File: src/rtl/uart_tx_mmio_if.sv
// Data-memory bus seen by the UART transmitter: store strobe, address and
// store data from the core; combinational load data and address hit back.
interface uart_tx_mmio_if;
  logic        MemWrite;
  logic [31:0] Addr;
  logic [31:0] WriteData;
  logic [31:0] ReadData;
  logic        hit;

  modport master (output MemWrite, Addr, WriteData, input ReadData, hit);
  modport slave  (input MemWrite, Addr, WriteData, output ReadData, hit);
endinterface

File: src/rtl/uart_tx_mmio.sv
// Memory-mapped 8N1 UART transmitter: a small byte FIFO filled by stores to
// TXDATA and drained LSB-first onto the tx pin by a baud-timed serializer.
module uart_tx_mmio #(
  parameter logic [31:0] BASE_ADDR  = 32'h0000_1000,
  parameter int          CLK_DIV    = 234,
  parameter int          FIFO_DEPTH = 8
) (
  input  logic          clk,
  input  logic          reset_n,
  uart_tx_mmio_if.slave bus,
  output logic          tx
);
  localparam int PW = $clog2(FIFO_DEPTH);
  localparam int CW = PW + 1;
  localparam int BW = $clog2(CLK_DIV);
  localparam logic [CW-1:0] DEPTH_C  = CW'(FIFO_DEPTH);
  localparam logic [BW-1:0] BAUD_MAX = BW'(CLK_DIV - 1);

  typedef enum logic [1:0] {ST_IDLE, ST_START, ST_DATA, ST_STOP} state_t;

  state_t        state_r, state_nxt_s;
  logic [BW-1:0] baud_r, baud_nxt_s;
  logic [2:0]    bit_idx_r, bit_idx_nxt_s;
  logic [7:0]    shift_r, shift_nxt_s;
  logic          tx_r, tx_nxt_s;

  logic [7:0]    mem [FIFO_DEPTH];
  logic [PW-1:0] wr_ptr_r, rd_ptr_r;
  logic [CW-1:0] count_r;
  logic          ovf_r, en_r;

  logic          hit_s, wr_s, wr_data_s, wr_status_s, wr_ctrl_s;
  logic          full_s, empty_s, busy_s, push_s, pop_s;
  logic [31:0]   rdata_s;
  logic          unused_s;

  assign hit_s       = (bus.Addr[31:4] == BASE_ADDR[31:4]);
  assign wr_s        = bus.MemWrite && hit_s;
  assign wr_data_s   = wr_s && (bus.Addr[3:2] == 2'd0);
  assign wr_status_s = wr_s && (bus.Addr[3:2] == 2'd1);
  assign wr_ctrl_s   = wr_s && (bus.Addr[3:2] == 2'd2);

  // Full/empty come from the count registered at the start of the cycle, so a
  // push into a full FIFO is dropped even when a pop happens alongside it.
  assign full_s  = (count_r == DEPTH_C);
  assign empty_s = (count_r == {CW{1'b0}});
  assign busy_s  = (state_r != ST_IDLE);
  assign pop_s   = (state_r == ST_IDLE) && en_r && !empty_s;
  assign push_s  = wr_data_s && !full_s;

  assign bus.hit      = hit_s;
  assign bus.ReadData = rdata_s;
  assign tx           = tx_r;
  assign unused_s     = ^{bus.WriteData[31:8], bus.Addr[1:0]};

  // FIFO pointers and occupancy; pointers wrap naturally at the power-of-two depth.
  always_ff @(posedge clk or negedge reset_n) begin
    if (!reset_n) begin
      wr_ptr_r <= {PW{1'b0}};
      rd_ptr_r <= {PW{1'b0}};
      count_r  <= {CW{1'b0}};
    end else begin
      if (push_s) wr_ptr_r <= wr_ptr_r + PW'(1);
      if (pop_s)  rd_ptr_r <= rd_ptr_r + PW'(1);
      case ({push_s, pop_s})
        2'b10:   count_r <= count_r + CW'(1);
        2'b01:   count_r <= count_r - CW'(1);
        default: count_r <= count_r;
      endcase
    end
  end

  // FIFO storage; contents are don't-care while the count says empty.
  always_ff @(posedge clk) begin
    if (push_s) mem[wr_ptr_r] <= bus.WriteData[7:0];
  end

  // Sticky overflow flag (write-1-to-clear) and transmit enable.
  always_ff @(posedge clk or negedge reset_n) begin
    if (!reset_n) begin
      ovf_r <= 1'b0;
      en_r  <= 1'b1;
    end else begin
      if (wr_data_s && full_s)                  ovf_r <= 1'b1;
      else if (wr_status_s && bus.WriteData[3]) ovf_r <= 1'b0;
      if (wr_ctrl_s) en_r <= bus.WriteData[0];
    end
  end

  // Serializer state register; tx leaves from a flop so it never glitches.
  always_ff @(posedge clk or negedge reset_n) begin
    if (!reset_n) begin
      state_r   <= ST_IDLE;
      baud_r    <= {BW{1'b0}};
      bit_idx_r <= 3'd0;
      shift_r   <= 8'h00;
      tx_r      <= 1'b1;
    end else begin
      state_r   <= state_nxt_s;
      baud_r    <= baud_nxt_s;
      bit_idx_r <= bit_idx_nxt_s;
      shift_r   <= shift_nxt_s;
      tx_r      <= tx_nxt_s;
    end
  end

  // Serializer next state: each phase holds tx for CLK_DIV cycles, data shifts out LSB first.
  always_comb begin
    state_nxt_s   = state_r;
    baud_nxt_s    = baud_r;
    bit_idx_nxt_s = bit_idx_r;
    shift_nxt_s   = shift_r;
    tx_nxt_s      = tx_r;
    case (state_r)
      ST_IDLE: begin
        if (pop_s) begin
          state_nxt_s = ST_START;
          baud_nxt_s  = BAUD_MAX;
          shift_nxt_s = mem[rd_ptr_r];
          tx_nxt_s    = 1'b0;
        end else begin
          tx_nxt_s    = 1'b1;
        end
      end
      ST_START: begin
        if (baud_r == {BW{1'b0}}) begin
          state_nxt_s   = ST_DATA;
          baud_nxt_s    = BAUD_MAX;
          bit_idx_nxt_s = 3'd0;
          tx_nxt_s      = shift_r[0];
        end else begin
          baud_nxt_s    = baud_r - BW'(1);
        end
      end
      ST_DATA: begin
        if (baud_r != {BW{1'b0}}) begin
          baud_nxt_s = baud_r - BW'(1);
        end else if (bit_idx_r == 3'd7) begin
          state_nxt_s = ST_STOP;
          baud_nxt_s  = BAUD_MAX;
          tx_nxt_s    = 1'b1;
        end else begin
          baud_nxt_s    = BAUD_MAX;
          bit_idx_nxt_s = bit_idx_r + 3'd1;
          shift_nxt_s   = {1'b0, shift_r[7:1]};
          tx_nxt_s      = shift_r[1];
        end
      end
      ST_STOP: begin
        if (baud_r == {BW{1'b0}}) begin
          state_nxt_s = ST_IDLE;
          tx_nxt_s    = 1'b1;
        end else begin
          baud_nxt_s  = baud_r - BW'(1);
        end
      end
      default: begin
        state_nxt_s = ST_IDLE;
        tx_nxt_s    = 1'b1;
      end
    endcase
  end

  // Load data: purely combinational from the address and registered state.
  always_comb begin
    rdata_s = 32'h0000_0000;
    if (hit_s) begin
      case (bus.Addr[3:2])
        2'd1:    rdata_s = {16'h0000, 8'(count_r), 4'h0, ovf_r, busy_s, empty_s, full_s};
        2'd2:    rdata_s = {31'h0000_0000, en_r};
        default: rdata_s = 32'h0000_0000;
      endcase
    end else begin
      rdata_s = 32'h0000_0000;
    end
  end
endmodule

File: src/flat_wrapper.sv
// flat-port wrapper written by rule: the top's interface ports become plain ports
module uart_tx_mmio_flat 
#(
  parameter logic [31:0] BASE_ADDR  = 32'h0000_1000,
  parameter int          CLK_DIV    = 234,
  parameter int          FIFO_DEPTH = 8
)
  (clk, reset_n, tx, bus_MemWrite, bus_Addr, bus_WriteData, bus_ReadData, bus_hit);
  uart_tx_mmio_if bus_i ();
  input  logic clk;
  input  logic reset_n;
  output logic tx;
  input wire logic [$bits(bus_i.MemWrite)-1:0] bus_MemWrite;
  input wire logic [$bits(bus_i.Addr)-1:0] bus_Addr;
  input wire logic [$bits(bus_i.WriteData)-1:0] bus_WriteData;
  output wire logic [$bits(bus_i.ReadData)-1:0] bus_ReadData;
  output wire logic [$bits(bus_i.hit)-1:0] bus_hit;
  assign bus_i.MemWrite = bus_MemWrite;
  assign bus_i.Addr = bus_Addr;
  assign bus_i.WriteData = bus_WriteData;
  assign bus_ReadData = bus_i.ReadData;
  assign bus_hit = bus_i.hit;
  uart_tx_mmio #(.BASE_ADDR(BASE_ADDR), .CLK_DIV(CLK_DIV), .FIFO_DEPTH(FIFO_DEPTH)) u_core (.clk(clk), .reset_n(reset_n), .bus(bus_i), .tx(tx));
endmodule
File: config.mk
export PLATFORM = sky130hd
export DESIGN_NAME = uart_tx_mmio_flat
export DESIGN_NICKNAME = d
export VERILOG_FILES = /design/src/rtl/uart_tx_mmio_if.sv /design/src/rtl/uart_tx_mmio.sv /design/src/flat_wrapper.sv
export SDC_FILE = /design/constraint.sdc
export NUM_CORES = 1
export LEC_CHECK = 0
export BUFFER_PORTS_ARGS = -buffer_cell sky130_fd_sc_hd__buf_2
export CORE_UTILIZATION = 40
export CTS_BUF_LIST = sky130_fd_sc_hd__clkbuf_8
export DETAILED_ROUTE_END_ITERATION = 10
export PLACE_DENSITY = 0.62
export SETUP_SLACK_MARGIN = 0.3
export SYNTH_ARGS = -nofsm -noshare
export SYNTH_HDL_FRONTEND = slang
export SYNTH_SLANG_ARGS = --single-unit
File: constraint.sdc
create_clock -name clk -period 3 [get_ports clk]
set_input_delay 0.15 -clock clk [delete_from_list [all_inputs] [get_ports clk]]
set_output_delay 0.15 -clock clk [all_outputs]
set_load 0.02 [all_outputs]
; ---- Word-level counts from Yosys, hierarchy flattened
; Memories as Yosys holds them, arrays and structs flattened.
; Index checks and enable logic that the tools add are counted.
[op_classes]
addsub = 6
reduce_logical = 26
n_eq_ne = 17
muxes = 32
[op_table]
columns = cell, count
row1 = 8-bit two-way mux, 7
row2 = 8-bit one-hot mux with 4 select lines, 1
row3 = 28-bit by 9-bit equality test with 1-bit output (second input constant), 1
row4 = 12-bit one-hot mux with 2 select lines, 1
row5 = 8-bit one-hot mux with 2 select lines, 1
row6 = 12-bit two-way mux, 1
row7 = 2-bit two-way mux, 5
row8 = 2-bit nonzero test, 5
row9 = 3-bit by 1-bit adder with 3-bit output (second input constant), 3
row10 = 1-bit logical AND, 9
row11 = 1-bit two-way mux, 9
row12 = 3-bit two-way mux, 3
row13 = 2-bit equality test (second input constant), 4
row14 = 8-bit logical NOT, 1
row15 = 2-bit by 1-bit != test with 1-bit output (second input constant), 4
row16 = 2-bit one-hot mux with 4 select lines, 1
row17 = 4-bit one-hot mux with 2 select lines, 1
row18 = 4-bit AND reduction, 2
row19 = 8-bit nonzero test, 1
row20 = 8-bit by 1-bit subtractor with 8-bit output (second input constant), 1
row21 = 2-bit by 1-bit equality test with 1-bit output (second input constant), 3
row22 = 2-bit != test (second input constant), 3
row23 = 3-bit one-hot mux with 2 select lines, 1
row24 = 5-bit AND reduction, 1
row25 = other kinds (10), 12
[word_totals]
mem_bits_rw = 64
elab_cells = 92
in_bits = 67
output_inout_bits = 34
reg_bits = 34
memories = 1
[mem_list]
columns = name, words, width, rd, rd_ports_with_merged_regs, write_ports, line_no
row1 = u_core.mem, 8, 8, 1, 0, 1, uart_tx_mmio.sv:27  ; logic [7:0] mem [FIFO_DEPTH];

; ---- Logic depth before layout (Yosys ltp)
; Gate-level depths: netlist of run 1.
[logic_depth]
word_depth = 6
ltp_mapped = 14
ltp_nobuf = 11

; ---- Worst setup path before layout of run 1
; Ideal clock, no wire load.
[synth_timing]
kind = register to register
start = reg u_core.state_r[0]
end = reg u_core.count_r[2]
setup_ps = 137
path_slack_ps = 250
path_buffers = 3
stages_incl_launch_ff = 15
t_arrival_ps = 2613
path_cell_list = dfrtp_1 > inv_1 > ha_1 > clkbuf_1 > nand2_1 > nor2_1 > buf_2 > ha_1 > clkbuf_1 > xor2_1 > ha_1 > a21oi_1 > xor2_1 > nor2_1 > xor2_1
[synth_via]
elab_chain_cells = 5
elab_cells_between_ends = 7
classes_between = eq/ne (2) / mux (1) / reduce/logical (4)
[synth_lines]
columns = item, line_no
row1 = "start, declared", uart_tx_mmio.sv:21  ; state_t state_r, state_nxt_s;
row2 = "start signal, assigned", uart_tx_mmio.sv:99  ; state_r <= state_nxt_s;
row3 = 2-bit logical NOT *, uart_tx_mmio.sv:48  ; assign pop_s = (state_r == ST_IDLE) && en_r && !empty_s;
row4 = 1-bit logical AND * (2 in series), uart_tx_mmio.sv:48
row5 = named net u_core.pop_s, uart_tx_mmio.sv:33  ; logic full_s, empty_s, busy_s, push_s, pop_s;
row6 = 2-bit by 1-bit equality test with 1-bit output or 2-bit equality test (tied branches), uart_tx_mmio.sv:65  ; case ({push_s, pop_s})
row7 = 4-bit one-hot mux with 2 select lines or 2-bit nonzero test (tied branches), n/a
row8 = "end signal, assigned", uart_tx_mmio.sv:66  ; 2'b10: count_r <= count_r + CW'(1);
row9 = "end signal, assigned", uart_tx_mmio.sv:67  ; 2'b01: count_r <= count_r - CW'(1);
row10 = "end signal, assigned", uart_tx_mmio.sv:68  ; default: count_r <= count_r;
row11 = "end, declared", uart_tx_mmio.sv:29  ; logic [CW-1:0] count_r;
; The timed path passes the listed nets; every way through them passes the cells marked *.
; A chain may end at the register's enable or synchronous reset.

; ---- Worst setup path in the final report of run 1
[layout_timing]
start = reg u_core.baud_r[0]
end = reg u_core.state_r[1]
[layout_via]
elab_chain_cells = 3
elab_cells_between_ends = 6
classes_between = eq/ne (3) / reduce/logical (3)
[layout_lines]
columns = item, line_no
row1 = "start, declared", uart_tx_mmio.sv:22  ; logic [BW-1:0] baud_r, baud_nxt_s;
row2 = "start signal, assigned", uart_tx_mmio.sv:94  ; baud_r <= {BW{1'b0}};
row3 = "start signal, assigned", uart_tx_mmio.sv:100  ; baud_r <= baud_nxt_s;
row4 = 8-bit logical NOT or 8-bit nonzero test (tied branches), "uart_tx_mmio.sv:126, uart_tx_mmio.sv:150, uart_tx_mmio.sv:136"
row5 = 2-bit by 1-bit != test with 1-bit output (no source line) or 2-bit != test (tied branches), n/a
row6 = 5-bit AND reduction (no source line) *, n/a
; Every way passes the cells marked *; elsewhere a longest branch is shown, timed or not.

==> impl_metrics.prom, run 1 <==
# TYPE chip_impl_metric gauge
chip_impl_metric{name="worst_slew_pin_slew",unit="ps"} 852
chip_impl_metric{name="synth_enable_flop_cells",unit=""} 64
chip_impl_metric{name="post-place-ws",unit="ps"} 562
chip_impl_metric{name="grt_pass1_vias",unit=""} 3293
chip_impl_metric{name="wl_per_cell",unit="um"} 17.1
chip_impl_info{name="worstSetupPathType",value="register to register"} 1
chip_impl_metric{name="clockPowerShare",unit="%"} 37.4
chip_impl_metric{name="asyncSetResetFlopFracSynth",unit="%"} 34.7
chip_impl_metric{name="detail_route.wirelength",unit="um"} 10500
chip_impl_metric{name="num_vias",unit=""} 3323
chip_impl_metric{name="synth_area_per_cell",unit="um2"} 13.3
chip_impl_metric{name="power.share.combinational",unit="%"} 3.4
chip_impl_metric{name="finalSetupViolations",unit=""} 0
chip_impl_info{name="mostFrequentLayoutCell",value="sky130_fd_sc_hd__edfxtp_1"} 1
chip_impl_metric{name="clock.fmax",unit="MHz"} 406
chip_impl_metric{name="slew_headroom",unit="%"} 43.2
chip_impl_metric{name="sequentialPowerShare",unit="%"} 59.2
chip_impl_metric{name="antenna-diode-count",unit=""} 0
chip_impl_metric{name="syn-cell-area",unit="um2"} 5070
chip_impl_metric{name="grt_pass1_wl",unit="um"} 17200
chip_impl_info{name="tritoncts",value="built"} 1
chip_impl_metric{name="post-dp-hpwl",unit="um"} 7270
chip_impl_metric{name="crit_required",unit="ps"} 3260
chip_impl_metric{name="cts-root-to-sink-buffers",unit=""} 2
chip_impl_metric{name="nets",unit=""} 520
chip_impl_info{name="min-delay-path-class",value="input pin to register"} 1
chip_impl_metric{name="dr.pass1.iters",unit=""} 4
chip_impl_info{name="clock_tree.root_cell",value="sky130_fd_sc_hd__clkbuf_8"} 1
chip_impl_metric{name="worstSkewPairLatency",unit="ps"} 370
chip_impl_metric{name="cellLeakagePower",unit="uW"} 0.00231
chip_impl_metric{name="synth_cells",unit=""} 381
chip_impl_metric{name="yosys.cell_types.count",unit=""} 63
chip_impl_metric{name="postLayoutSetupSlackWorst",unit="ps"} 539
chip_impl_metric{name="hold-worst-slack",unit="ps"} 44.0
chip_impl_info{name="start_kind",value="register"} 1
chip_impl_metric{name="layout-area-overhead-vs-synth",unit="%"} 12.2
chip_impl_metric{name="cts-buffers-inserted",unit=""} 9
chip_impl_metric{name="grt_remaining_overflow",unit=""} 0
chip_impl_metric{name="maxSlewViolCount",unit=""} 0
chip_impl_metric{name="p_int",unit="uW"} 1870
chip_impl_metric{name="initial_antenna_violation_count",unit=""} 0
chip_impl_metric{name="power.switching",unit="uW"} 566
chip_impl_metric{name="htreeDepth",unit=""} 3
chip_impl_metric{name="drt_iter0_drc",unit=""} 263
chip_impl_metric{name="placement_rows",unit=""} 40
chip_impl_metric{name="gp_routability_congestion",unit=""} 0.763
chip_impl_metric{name="floorplan.initialDensity",unit="%"} 41.5
chip_impl_metric{name="cts.hold.buffers_added",unit=""} 1
chip_impl_metric{name="drive_gt1_share",unit="%"} 27.8
chip_impl_metric{name="post-synth-top-area-fraction",unit="%"} 37.9
chip_impl_metric{name="ys_seq_elements",unit=""} 98
chip_impl_info{name="synth_top_cells_by_area",value="sky130_fd_sc_hd__edfxtp_1, sky130_fd_sc_hd__dfrtp_1, sky130_fd_sc_hd__mux4_2, sky130_fd_sc_hd__ha_1, sky130_fd_sc_hd__buf_4"} 1
chip_impl_metric{name="fin_tns_setup",unit="ps"} 0
chip_impl_metric{name="finClkSkew",unit="ps"} 10.6
chip_impl_metric{name="clock_sinks",unit=""} 98
chip_impl_metric{name="detail_routed_via_count_per_cell",unit=""} 5.45
chip_impl_metric{name="finalCritPeriodShare",unit="%"} 82.0
chip_impl_info{name="final_cell_mix",value="sky130_fd_sc_hd__edfxtp_1, sky130_fd_sc_hd__buf_2, sky130_fd_sc_hd__dfrtp_1"} 1
chip_impl_metric{name="floorplan.die.height",unit="um"} 115
chip_impl_metric{name="switching_share_of_power",unit="%"} 23.3
chip_impl_metric{name="clk_pin_slew",unit="ps"} 110
chip_impl_metric{name="top_level_ports",unit=""} 101
chip_impl_metric{name="sequential_element_share_of_the_synthesized_area",unit="%"} 54.7
chip_impl_info{name="synth_top_flop_cell",value="sky130_fd_sc_hd__edfxtp_1"} 1
chip_impl_metric{name="finalHoldViolations",unit=""} 0
chip_impl_metric{name="grt_start_max_net_pins",unit=""} 35
chip_impl_info{name="crit_path_end_kind",value="register"} 1
chip_impl_metric{name="vdd_ir_drop_max",unit="uV"} 397
chip_impl_metric{name="die_w",unit="um"} 115
chip_impl_metric{name="postCtsResizedCells",unit=""} 0
chip_impl_info{name="outcome",value="finished clean"} 1
chip_impl_metric{name="grt_use_total",unit="%"} 17.4
chip_impl_metric{name="post-route-min-period",unit="ps"} 2460
chip_impl_metric{name="core_area",unit="um2"} 12200
chip_impl_info{name="rsz0062_at_grt",value="no"} 1
chip_impl_metric{name="drc_errors",unit=""} 0
chip_impl_metric{name="areal_power_density_over_the_cells",unit="nW/um2"} 427
chip_impl_metric{name="post_cts_buffers",unit=""} 0
chip_impl_metric{name="arrival",unit="ps"} 2720
chip_impl_metric{name="ys_warn_count",unit=""} 0
chip_impl_metric{name="crit_path_max_fanout",unit=""} 7
chip_impl_metric{name="drtAntennaViolNets",unit=""} 0
chip_impl_metric{name="drv_cap",unit=""} 0
chip_impl_metric{name="finish.instance_area",unit="um2"} 5690
chip_impl_metric{name="die_area",unit="um2"} 13100
chip_impl_metric{name="placement.cell_area",unit="um2"} 5480
chip_impl_info{name="post-synth-top-area-cell",value="sky130_fd_sc_hd__edfxtp_1"} 1
chip_impl_metric{name="portBuffers",unit=""} 50
## path summary, 6_finish.rpt
check | startpoint | to | slack, ps | cells after the start
worst max-delay path | u_core.baud_r[0] | u_core.state_r[1] | 540 | 6
worst min-delay path | bus_WriteData[5] | u_core.mem[7][5] | 40 | 1
worst max register to register | u_core.baud_r[0] | u_core.state_r[1] | 540 | 6
worst min register to register | u_core.shift_r[7] | u_core.shift_r[7] | 540 | 1
max in group asynchronous | reset_n | u_core.shift_r[2] | 2080 | 2
min in group asynchronous | reset_n | u_core.count_r[3] | 410 | 2
## metal layers
| metal | share of wire, % | track usage [%] | up-vias |
|---|---|---|---|
| li1 | - | - | 1563 |
| met1 | 47 | 23.0 | 1677 |
| met2 | 49 | 28.7 | 68 |
| met3 | 2.6 | 3.07 | 15 |
| met4 | 1.8 | 6.23 | 0 |
| met5 | 0 | 0 | - |
## synthesized netlist by cell type, types with 6 or more instances
cell,n
sky130_fd_sc_hd__edfxtp_1,64
sky130_fd_sc_hd__dfrtp_1,32
sky130_fd_sc_hd__buf_4,24
sky130_fd_sc_hd__ha_1,16
sky130_fd_sc_hd__mux4_2,16
sky130_fd_sc_hd__nor2_1,16
sky130_fd_sc_hd__inv_1,15
sky130_fd_sc_hd__clkbuf_1,14
sky130_fd_sc_hd__a21oi_1,13
sky130_fd_sc_hd__nand2_1,13
sky130_fd_sc_hd__nor4_1,10
sky130_fd_sc_hd__nor3_1,8
sky130_fd_sc_hd__o21ai_0,8
sky130_fd_sc_hd__and3_1,7
sky130_fd_sc_hd__buf_2,7
sky130_fd_sc_hd__mux2_2,7
sky130_fd_sc_hd__nor3b_1,7
sky130_fd_sc_hd__or4_1,7
sky130_fd_sc_hd__xor2_1,7
sky130_fd_sc_hd__nand3_1,6
## power groups by stage
stage	Sequential (uW)	Combinational, uW	Clock, uW
2_1_floorplan	1470	58.8	0
3_3_place_gp	1470	79.9	0
3_5_place_dp	1470	83.3	0
4_1_cts	1440	84.4	932
5_1_grt	1440	94.3	981
6_report	1440	83.5	910
## flip-flops by register name (all words and copies together) (netlist names)
register,count
u_core.baud_r,8
u_core.bit_idx_r,3
u_core.count_r,4
u_core.en_r,1
u_core.mem,64
u_core.ovf_r,1
u_core.rd_ptr_r,3
u_core.shift_r,8
u_core.state_r,2
u_core.tx,1
u_core.wr_ptr_r,3
## cells by family (layout without fill, tap and decap cells)
| group | after synthesis | count (layout) | synth area share, % |
|---|---|---|---|
| simple gates | 102 | 102 | 12.7 |
| flops | 98 | 98 | 54.7 |
| compound gates | 69 | 69 | 11.5 |
| buf+inv | 60 | 98 | 6.39 |
| mux | 25 | 25 | 9.05 |
| fa+ha+maj | 16 | 16 | 3.95 |
| xor+xnor | 10 | 10 | 1.73 |
| other cells | 1 | 24 | 0.0739 |
## worst max-delay path: stages (launching register included)
cell,delay (ps)
sky130_fd_sc_hd__dfrtp_1,420
sky130_fd_sc_hd__inv_1,110
sky130_fd_sc_hd__ha_1,170
sky130_fd_sc_hd__or4b_4,520
sky130_fd_sc_hd__nor2_1,450
sky130_fd_sc_hd__o221a_2,340
sky130_fd_sc_hd__mux2_2,330
## per-stage QoR
step | total power [uW] | std cells | utilization, %
finish | 2430 | 610 | 46.6
global route | 2520 | 610 | 46.6
CTS | 2460 | 610 | 46.6
detailed placement | 1550 | 593 | 44.8
global placement | 1550 | 593 | 44.8
floorplan | 1530 | 404 | -
## final cells by class
cell class	count	area [um2]
clock buffers	9	124
clock inverters	7	83.8
fillers	1116	6520
inverters	15	56.3
multi-input cells	246	2060
flip-flops and latches	98	2780
well taps	168	210
repair buffers	67	380
Note: power is estimated with default switching activity, not from simulation.
==> run 2, diff against run 1 <==
--- a/config.mk
+++ b/config.mk
@@ -9,7 +9,7 @@
 export CORE_UTILIZATION = 40
 export CTS_BUF_LIST = sky130_fd_sc_hd__clkbuf_8
 export DETAILED_ROUTE_END_ITERATION = 10
-export PLACE_DENSITY = 0.62
+export PLACE_DENSITY = 0.6
 export SETUP_SLACK_MARGIN = 0.3
 export SYNTH_ARGS = -nofsm -noshare
 export SYNTH_HDL_FRONTEND = slang
==> constraint.sdc (replaced) <==
create_clock -name clk -period 2.4 [get_ports clk]
set_input_delay 0.12 -clock clk [delete_from_list [all_inputs] [get_ports clk]]
set_output_delay 0.12 -clock clk [all_outputs]
set_load 0.02 [all_outputs]
==> run 2 against run 1 <==
Compared with the run above:
- final cell count increased by 2.8%
- first-iteration DRC count decreased by 17%
- via count increased by 1.7%
- critical path type unchanged
- sequential share of layout area decreased by 2.5 points
- total power increased by 24%
- critical path depth increased by 4
- fmax increased by 15%
- die area unchanged
- hold slack got worse by 26 ps
==> impl_metrics.prom, run 2 (synthesized netlist as in run 1, its figures left out) <==
# TYPE chip_impl_metric gauge
chip_impl_metric{name="antenna-diode-count",unit=""} 0
chip_impl_metric{name="post-route-min-period",unit="ps"} 2130
chip_impl_metric{name="die_area",unit="um2"} 13100
chip_impl_metric{name="r2r_setup_slack",unit="ps"} 270
chip_impl_info{name="tritoncts",value="built"} 1
chip_impl_metric{name="maxSlewViolCount",unit=""} 0
chip_impl_metric{name="grtUsageMet2",unit="%"} 29.5
chip_impl_metric{name="grt_pass1_vias",unit=""} 3331
chip_impl_metric{name="flip_flop_count_of_the_largest_register_after_layout",unit=""} 64
chip_impl_metric{name="detail_routed_via_count_per_cell",unit=""} 5.39
chip_impl_metric{name="portBuffers",unit=""} 50
chip_impl_metric{name="placement.cell_area",unit="um2"} 5620
chip_impl_metric{name="drt_iter0_drc",unit=""} 217
chip_impl_metric{name="drtAntennaViolNets",unit=""} 0
chip_impl_info{name="layout_top_registers",value="u_core.mem: 64 flops, u_core.baud_r: 8 flops, u_core.shift_r: 8 flops"} 1
chip_impl_metric{name="crit_required",unit="ps"} 2700
chip_impl_metric{name="dr.pass1.iters",unit=""} 4
chip_impl_metric{name="die_w",unit="um"} 115
chip_impl_metric{name="crit_path_max_fanout",unit=""} 2
chip_impl_metric{name="finClkSkew",unit="ps"} 10.7
chip_impl_metric{name="hold_path_depth",unit=""} 1
chip_impl_metric{name="clock.fmax",unit="MHz"} 469
chip_impl_info{name="registers.top_by_ff_count",value="u_core.mem"} 1
chip_impl_metric{name="reg2reg_depth",unit=""} 10
chip_impl_metric{name="grt_use_total",unit="%"} 17.7
chip_impl_info{name="mostFrequentLayoutCell",value="sky130_fd_sc_hd__edfxtp_1"} 1
chip_impl_metric{name="grt.met1_usage",unit="%"} 23.9
chip_impl_info{name="clock_tree.root_cell",value="sky130_fd_sc_hd__clkbuf_8"} 1
chip_impl_metric{name="arrival",unit="ps"} 2430
chip_impl_metric{name="grt_pass1_wl",unit="um"} 17600
chip_impl_metric{name="areal_power_density_over_the_cells",unit="nW/um2"} 501
chip_impl_info{name="rsz0062_at_grt",value="yes"} 1
chip_impl_metric{name="drc_errors",unit=""} 0
chip_impl_metric{name="num_vias",unit=""} 3379
chip_impl_metric{name="finalPower",unit="uW"} 3010
chip_impl_metric{name="cellLeakagePower",unit="uW"} 0.00241
chip_impl_metric{name="finalSetupViolations",unit=""} 0
chip_impl_metric{name="slew_headroom",unit="%"} 44.0
chip_impl_info{name="outcome",value="finished clean"} 1
chip_impl_info{name="regToRegEndpoint",value="u_core.count_r[2]"} 1
chip_impl_info{name="final_cell_mix",value="sky130_fd_sc_hd__edfxtp_1, sky130_fd_sc_hd__buf_2, sky130_fd_sc_hd__dfrtp_1"} 1
chip_impl_info{name="crit_path_end_kind",value="register"} 1
chip_impl_info{name="worstSetupPathType",value="register to register"} 1
chip_impl_metric{name="gp_routability_congestion",unit=""} 0.777
chip_impl_metric{name="vdd_ir_drop_max",unit="uV"} 462
chip_impl_metric{name="wl_per_cell",unit="um"} 17.1
chip_impl_info{name="min-delay-path-class",value="input pin to register"} 1
chip_impl_metric{name="floorplan.die.height",unit="um"} 115
chip_impl_metric{name="drive_gt1_share",unit="%"} 35.1
chip_impl_metric{name="cts-root-to-sink-buffers",unit=""} 2
chip_impl_metric{name="grt_start_max_net_pins",unit=""} 35
chip_impl_metric{name="core_area",unit="um2"} 12200
chip_impl_info{name="grt_busiest_layer",value="met2"} 1
chip_impl_metric{name="worstSkewPairLatency",unit="ps"} 370
chip_impl_metric{name="cts-buffers-inserted",unit=""} 9
chip_impl_metric{name="floorplan.initialDensity",unit="%"} 41.5
chip_impl_metric{name="nets",unit=""} 537
chip_impl_metric{name="fin_tns_setup",unit="ps"} 0
chip_impl_metric{name="post-dp-hpwl",unit="um"} 7420
chip_impl_metric{name="drv_cap",unit=""} 0
chip_impl_metric{name="initial_antenna_violation_count",unit=""} 0
chip_impl_metric{name="grt_remaining_overflow",unit=""} 0
chip_impl_metric{name="layout.cells.non_filler",unit=""} 627
chip_impl_metric{name="clock_sinks",unit=""} 98
chip_impl_metric{name="grtUsageMet3",unit="%"} 3.65
chip_impl_info{name="reg2reg_from",value="u_core.count_r[1]"} 1
chip_impl_metric{name="placement_rows",unit=""} 40
chip_impl_info{name="start_kind",value="register"} 1
chip_impl_metric{name="worst_slew_pin_slew",unit="ps"} 840
chip_impl_metric{name="clk_pin_slew",unit="ps"} 100
chip_impl_info{name="worst_hold_path.endpoint",value="u_core.mem[6][4]"} 1
chip_impl_metric{name="finish.instance_area",unit="um2"} 6010
chip_impl_metric{name="finalCritPeriodShare",unit="%"} 88.9
chip_impl_metric{name="layout-area-overhead-vs-synth",unit="%"} 18.4
chip_impl_metric{name="htreeDepth",unit=""} 3
chip_impl_info{name="hp-start",value="bus_WriteData[4]"} 1
chip_impl_metric{name="detail_route.wirelength",unit="um"} 10700
chip_impl_metric{name="finalHoldViolations",unit=""} 0
chip_impl_metric{name="placed_instances",unit=""} 604
chip_impl_metric{name="top_level_ports",unit=""} 101
run 2: cell types whose count changed in the layout (fill, tap and decap cells not counted), moves of 4 or more:
cell / delta
sky130_fd_sc_hd__buf_4: +15
sky130_fd_sc_hd__a221oi_2: +4
sky130_fd_sc_hd__ha_1: -5
sky130_fd_sc_hd__ha_4: +4
sky130_fd_sc_hd__a221oi_1: -4
run 2: metal layers:
layer  vias to the layer above  share of wire (%)
met5                         -                  0
met4                         0               0.84
met3                         8                2.4
met2                        54                 51
met1                      1725                 46
li1                       1592                  -
run 2: worst max-delay path by stage:
stage | end | from | slack [ps]
floorplan | u_core.count_r[2] | u_core.count_r[0] | 80
global placement | u_core.count_r[2] | bus_Addr[5] | 220
detailed placement | u_core.count_r[2] | bus_Addr[14] | 170
CTS | u_core.count_r[2] | u_core.count_r[2] | 220
global route | u_core.count_r[2] | u_core.count_r[1] | 150
finish | u_core.count_r[2] | u_core.count_r[1] | 270
run 2: report_power, final:
group          leakage [uW]  internal [uW]  switching (uW)  total, uW
logic               0.00126           29.0            76.5        105
clock network      0.000104            502             603       1100
registers           0.00104           1800      0.00000459       1800
run 2: final cells by class:
type	instances	area (um2)
timing repair buffer	84	524
inverter	15	56.3
tap	168	210
sequential	98	2780
clock buffer	9	124
multi-input combinational	246	2230
fill	1092	6200
clock inverter	7	82.6
run 2: metrics by stage:
step	util [%]	hold slack [ps]	setup slack (ps)
floorplan	-	-176	81.7
global placement	46.0	267	221
detailed placement	46.0	271	172
CTS	48.1	7.12	224
global route	49.2	7.34	145
finish	49.2	17.6	267
run 2: worst max-delay path: stages (launching register included):
cell	delay, ps
sky130_fd_sc_hd__dfrtp_1	390
sky130_fd_sc_hd__or4b_4	580
sky130_fd_sc_hd__nand3_2	80
sky130_fd_sc_hd__or3_4	130
sky130_fd_sc_hd__ha_4	140
sky130_fd_sc_hd__xor2_2	170
sky130_fd_sc_hd__ha_4	140
sky130_fd_sc_hd__a21oi_2	30
sky130_fd_sc_hd__xor2_1	140
sky130_fd_sc_hd__nor2_1	120
sky130_fd_sc_hd__xor2_1	150
run 2: timing repair:
action / in CTS / in global routing
pin swaps: 8 / 8
hold endpoints to repair: 32 / 0
resized for setup: 6 / 18
setup buffers: 3 / 3
hold buffers: 1 / 0
endpoints found under the setup margin: 13 / 22
